## src/rtl/ngoai_vao_trong_pkg.sv

```systemverilog
`default_nettype none
// +----------------------------------------------------------------------------+
// | ngoai_vao_pkg : shared types, constants and step functions for ngoai_vao_trong |
// | Rev 1.0                                                                      |
// +----------------------------------------------------------------------------+
package ngoai_vao_pkg;

  typedef enum logic [1:0] {
    IDLE  = 2'd0,
    FILL  = 2'd1,
    HOLD  = 2'd2,
    DRAIN = 2'd3
  } state_t;

  localparam logic [7:0] PAT_EMPTY = 8'h00;
  localparam logic [7:0] PAT_FULL  = 8'hFF;
  localparam logic [3:0] NIB_MSB   = 4'b1000;
  localparam logic [3:0] NIB_LSB   = 4'b0001;

  // centre=0 lights from the edges inward; centre=1 lights from the middle outward
  function automatic logic [7:0] fill_step(input logic [7:0] cur, input logic centre);
    logic [3:0] hi;
    logic [3:0] lo;
    if (centre) begin
      hi = (cur[7:4] << 1) | NIB_LSB;
      lo = (cur[3:0] >> 1) | NIB_MSB;
    end else begin
      hi = (cur[7:4] >> 1) | NIB_MSB;
      lo = (cur[3:0] << 1) | NIB_LSB;
    end
    return {hi, lo};
  endfunction

  function automatic logic [7:0] drain_step(input logic [7:0] cur, input logic centre);
    logic [3:0] hi;
    logic [3:0] lo;
    if (centre) begin
      hi = cur[7:4] << 1;
      lo = cur[3:0] >> 1;
    end else begin
      hi = cur[7:4] >> 1;
      lo = cur[3:0] << 1;
    end
    return {hi, lo};
  endfunction

endpackage
`default_nettype wire

```

## src/rtl/ngoai_vao_trong_step_prescaler.sv

```systemverilog
`default_nettype none
// +----------------------------------------------------------------------------+
// | step_prescaler : free-running 0..div counter producing one-cycle step ticks |
// | Rev 1.0                                                                    |
// +----------------------------------------------------------------------------+
module step_prescaler #(
  parameter int DIV_W = 24
) (
  input  logic             clk,
  input  logic             reset,
  input  logic             clr,
  input  logic [DIV_W-1:0] div,
  output logic             tick
);

  logic [DIV_W-1:0] count;

  assign tick = (count == div);

  always_ff @(posedge clk or negedge reset) begin
    if (!reset) begin
      count <= '0;
    end else if (clr || tick) begin
      count <= '0;
    end else begin
      count <= count + 1'b1;
    end
  end

endmodule
`default_nettype wire

```

## src/rtl/ngoai_vao_trong.sv

```systemverilog
`default_nettype none
// +----------------------------------------------------------------------------+
// | ngoai_vao_trong : outside-in LED fill/hold/drain sequencer, 8-bit bank      |
// | Optional macro NGOAI_VAO_TRONG_DIR_EN adds a dir input (1 = centre-out).    |
// | Rev 1.0                                                                    |
// +----------------------------------------------------------------------------+
module ngoai_vao_trong
  import ngoai_vao_pkg::*;
#(
  parameter int DIV_W      = 24,
  parameter int HOLD_STEPS = 2
) (
  input  logic             clk,
  input  logic             reset,
  input  logic             start,
  input  logic             stop,
  input  logic             loop,
  input  logic [DIV_W-1:0] div,
`ifdef NGOAI_VAO_TRONG_DIR_EN
  input  logic             dir,
`endif
  output logic [7:0]       q,
  output logic             busy,
  output logic             done
);

  localparam logic [3:0] HOLD_LAST = 4'((HOLD_STEPS > 0) ? (HOLD_STEPS - 1) : 0);

  state_t           state;
  logic [3:0]       hold_cnt;
  logic [DIV_W-1:0] div_lat;
  logic             tick;
  logic             accept;
  logic             centre;
  logic [7:0]       fill_next;
  logic [7:0]       drain_next;

  assign accept     = (state == IDLE) && start && !stop;
  assign fill_next  = fill_step(q, centre);
  assign drain_next = drain_step(q, centre);

  step_prescaler #(
    .DIV_W (DIV_W)
  ) u_prescaler (
    .clk   (clk),
    .reset (reset),
    .clr   (accept || stop),
    .div   (div_lat),
    .tick  (tick)
  );

`ifdef NGOAI_VAO_TRONG_DIR_EN
  logic dir_lat;

  always_ff @(posedge clk or negedge reset) begin
    if (!reset) begin
      dir_lat <= 1'b0;
    end else if (accept) begin
      dir_lat <= dir;
    end
  end

  assign centre = dir_lat;
`else
  assign centre = 1'b0;
`endif

  always_ff @(posedge clk or negedge reset) begin
    if (!reset) begin
      state    <= IDLE;
      q        <= PAT_EMPTY;
      busy     <= 1'b0;
      done     <= 1'b0;
      hold_cnt <= '0;
      div_lat  <= '0;
    end else begin
      done <= 1'b0;
      if (state == IDLE) begin
        q <= PAT_EMPTY;
        if (accept) begin
          div_lat <= div;
          state   <= FILL;
          busy    <= 1'b1;
        end
      end else if (stop) begin
        state    <= IDLE;
        q        <= PAT_EMPTY;
        busy     <= 1'b0;
        hold_cnt <= '0;
      end else if (tick) begin
        if (state == FILL) begin
          q <= fill_next;
          if (fill_next == PAT_FULL) begin
            hold_cnt <= '0;
            state    <= (HOLD_STEPS == 0) ? DRAIN : HOLD;
          end
        end else if (state == HOLD) begin
          if (hold_cnt == HOLD_LAST) begin
            state <= DRAIN;
          end else begin
            hold_cnt <= hold_cnt + 1'b1;
          end
        end else begin
          q <= drain_next;
          if (drain_next == PAT_EMPTY) begin
            done <= 1'b1;
            // div_lat and the prescaler phase carry over into the looped run
            if (loop) begin
              state <= FILL;
            end else begin
              state <= IDLE;
              busy  <= 1'b0;
            end
          end
        end
      end
    end
  end

endmodule
`default_nettype wire

```

## config.mk

```make
export PLATFORM = sky130hd
export DESIGN_NAME = ngoai_vao_trong
export DESIGN_NICKNAME = d
export VERILOG_FILES = /design/src/rtl/ngoai_vao_trong_pkg.sv /design/src/rtl/ngoai_vao_trong_step_prescaler.sv /design/src/rtl/ngoai_vao_trong.sv
export SDC_FILE = /design/constraint.sdc
export NUM_CORES = 1
export LEC_CHECK = 0
export ABC_AREA = 1
export CAP_MARGIN = 40
export CORE_AREA = 10 10 87 89
export CTS_CLUSTER_SIZE = 25
export DETAILED_ROUTE_END_ITERATION = 10
export DIE_AREA = 0 0 97 99
export GPL_TIMING_DRIVEN = 0
export PLACE_DENSITY = 0.83
export SYNTH_ARGS = -nofsm -noshare
export SYNTH_HDL_FRONTEND = slang
export SYNTH_SLANG_ARGS = --single-unit
export TNS_END_PERCENT = 30
```

## constraint.sdc

```tcl
create_clock -name clk -period 4.2 [get_ports clk]
set_clock_uncertainty 0.05 [all_clocks]
set_input_delay 0.63 -clock clk [delete_from_list [all_inputs] [get_ports clk]]
set_output_delay 0.63 -clock clk [all_outputs]
set_load 0.02 [all_outputs]
```

==> results.yml <==
global_routing:
  grt_max_degree: 33
  grt_overflow_total: 0
  initial_antenna_violation_count: 0
  global_route_wire_length_before_repair_mm: 14.13
  first_global_vias: 3098
  groute.usage.overall_pct: 17.24
floorplan:
  fp.coreArea_um2: 5851
  floorplan.die_area_um2: 9603
  die_width_um: 97
  die_h_um: 99
  design.portCount: 39
  placement_rows: 28
  start_util_pct: 58.64
logic_synthesis:
  area_contributors_post_synth: "sky130_fd_sc_hd__dfrtp_1, sky130_fd_sc_hd__nand2_1, sky130_fd_sc_hd__nor2_1"
  seq_area_frac_synth_pct: 43.76
  synth_top_cells_by_count: "sky130_fd_sc_hd__nand2_1, sky130_fd_sc_hd__nor2_1, sky130_fd_sc_hd__dfrtp_1"
  synth.cell_area_um2: 3431
  synth_largest_type_area_fraction_pct: 43.76
  synth.net_count: 496
  yosys.area.top_type: "sky130_fd_sc_hd__dfrtp_1"
  synth_edf_count: 0
  per_instance_average_area_after_synthesis_um2: 7.458
  ys_ff_latch: 60
  yosysMostFrequentCell: "sky130_fd_sc_hd__nand2_1"
  ys_async_sr_fraction_pct: 100.0
  postSynth.topFlopCell: "sky130_fd_sc_hd__dfrtp_1"
  synth.distinct_cells: 32
  ys.warnings.count: 0
  post_synth_inst_count: 460
worst_setup_path:
  critPathCaptureType: "output port"
  criticalPathCategory: "reg -> out"
  critical_path_arrival_ps: 1530
  required_worst_endpoint_ps: 3520
  max_fanout_on_critical_path: 6
  setup.worst_path.start_class: "register"
cts:
  cts_tree: "done"
  clock_tree.buffer_depth: 2
  clock_insertion_delay_worst_skew_ps: 350
  post_cts_hold_buffer_count: 0
  cts.sink_count: 60
  clock_tree.root_cell: "sky130_fd_sc_hd__clkbuf_8"
  numCtsBuffers: 9
  cts_setup_buffers: 0
  cts.reportedPaths.clkPinSlew_ps: 80
  postCtsResizedCells: 0
  cts_max_level: 3
place:
  dp.final_hpwl_mm: 6.015
  placedCellCount: 574
  dpl_worst_slack_ps: 1876
  placed_standard_cell_area_um2: 3920
  gpl.final_weighted_congestion: 0.8957
  numPortBuffers: 38
detailed_routing:
  routed_wire_per_std_cell_um: 13.59
  routed-via-count: 3029
  postRouteAntennaNets: 0
  drt_pre_antenna_iters: 4
  routed_wl_mm: 8.016
  detail_route.iter0.violations: 162
  post-route-drc-count: 0
  detail_route.vias_per_cell: 5.134
sta:
  finalHoldWorstSlack_ps: 295.0
  rsz0062_at_grt: "no"
  setup_tns_final_ps: 0
  finalSetupViolCount: 0
  final-hold-violation-count: 0
  worst_slack_ps: 1989
  worstMarginPinSlew_ps: 754.1
  fin_crit_ps: 2211
  fmax_mhz: 452.3
  slew-limit-headroom_pct: 49.73
  slew_viol_final: 0
  final.period_utilization_pct: 52.64
final_layout:
  insertedDiodeCount: 0
  area_growth_syn_to_layout_pct: 20.13
  finalCoreUtilization_pct: 70.44
  finish.cell_count_without_fillers: 590
  nets: 546
  fill_cells: 465
  final_layout_size_suffix_gt1_share_pct: 13.20
  stdcell_area_um2: 4121
pwr:
  ir_drop_uv: 314.2
  leakagePower_nw: 1.930
  report.power.total_mw: 2.053
  power-per-cell-area_nw_per_um2: 498.0
run_status:
  outcome: "finished, final reports clean"
flow_run:
  cap_viol_max_count: 0
min_path:
  min_path_type: "in -> async"
==> cell families (layout without fill, tap and decap cells) <==
| logic type | count (synthesis) | in the layout | share of synthesized area, % |
|---|---|---|---|
| and+or+nand+nor | 253 | 253 | 32.31 |
| buffers and inverters | 78 | 133 | 9.555 |
| DFF | 60 | 60 | 43.76 |
| AOI/OAI and AO/OA | 49 | 49 | 8.352 |
| xor gates and xnor gates | 11 | 11 | 2.808 |
| adders and majority gates | 7 | 7 | 2.553 |
| muxes | 2 | 2 | 0.6564 |
==> layout make-up <==
class                      count  area (µm²)  share of cell area (%)
buffer                        11       76.32                   1.852
clock buffer                   9       123.9                   3.005
clock inverter                 7       77.57                   1.882
inverter                      67       251.5                   6.102
multi-input combinational    322        1602                   38.86
sequential                    60        1501                   36.43
tap                           75       93.84                   2.277
timing repair buffer          39       395.4                   9.593
==> where the power goes <==
group          switching, mW  leakage [nW]  internal, mW  total (mW)
sequential            0.0996         0.758         0.720       0.819
combinational          0.423          1.07         0.281       0.703
clock                  0.253        0.0994         0.276       0.530
total                  0.776          1.93          1.28        2.05
==> placed cells by master (no fill, tap or decap), types with 6 or more instances in the layout <==
cell,n
sky130_fd_sc_hd__a21oi_1,29
sky130_fd_sc_hd__clkdlybuf4s50_1,37
sky130_fd_sc_hd__dfrtp_1,60
sky130_fd_sc_hd__clkbuf_8,9
sky130_fd_sc_hd__nor2_2,6
sky130_fd_sc_hd__nand4_1,9
sky130_fd_sc_hd__nor3_1,13
sky130_fd_sc_hd__nand3_1,11
sky130_fd_sc_hd__ha_1,7
sky130_fd_sc_hd__nand2_1,124
sky130_fd_sc_hd__xor2_1,11
sky130_fd_sc_hd__o21ai_2,8
sky130_fd_sc_hd__nor2_1,74
sky130_fd_sc_hd__inv_1,57
sky130_fd_sc_hd__inv_2,10
==> state kept, by name, summed over array words and instances (netlist names) <==
| signal | count |
|---|---|
| div_lat | 24 |
| u_prescaler.count | 24 |
| hold_cnt | 4 |
| q | 4 |
| state | 2 |
| busy | 1 |
| done | 1 |
==> worst paths after layout <==
path	start	endpoint	slack, ps	depth (start not counted)
worst max register to register	u_prescaler.count[0]	u_prescaler.count[20]	2310	8
min in group clk	busy	busy	430	2
max in group asynchronous	reset	done	3180	2
worst max-delay path	q[5]	q[5]	1990	2
worst min-delay path	reset	div_lat[6]	290	1
worst min register to register	busy	busy	430	2
==> metal layers <==
layer	vias to the layer above	GRT usage [%]	part of all wire, %
met1	1424	19.57	43
met5	-	0	0
met4	0	5.902	1.0
li1	1537	-	-
met3	10	5.028	5.6
met2	58	30.25	50
==> worst max-delay path, cell delays in order, from the launching register on <==
cell and delay (ps):
sky130_fd_sc_hd__dfrtp_1 450, sky130_fd_sc_hd__buf_4 140, sky130_fd_sc_hd__clkdlybuf4s50_1 590
Note: power is estimated with default switching activity, not from simulation.
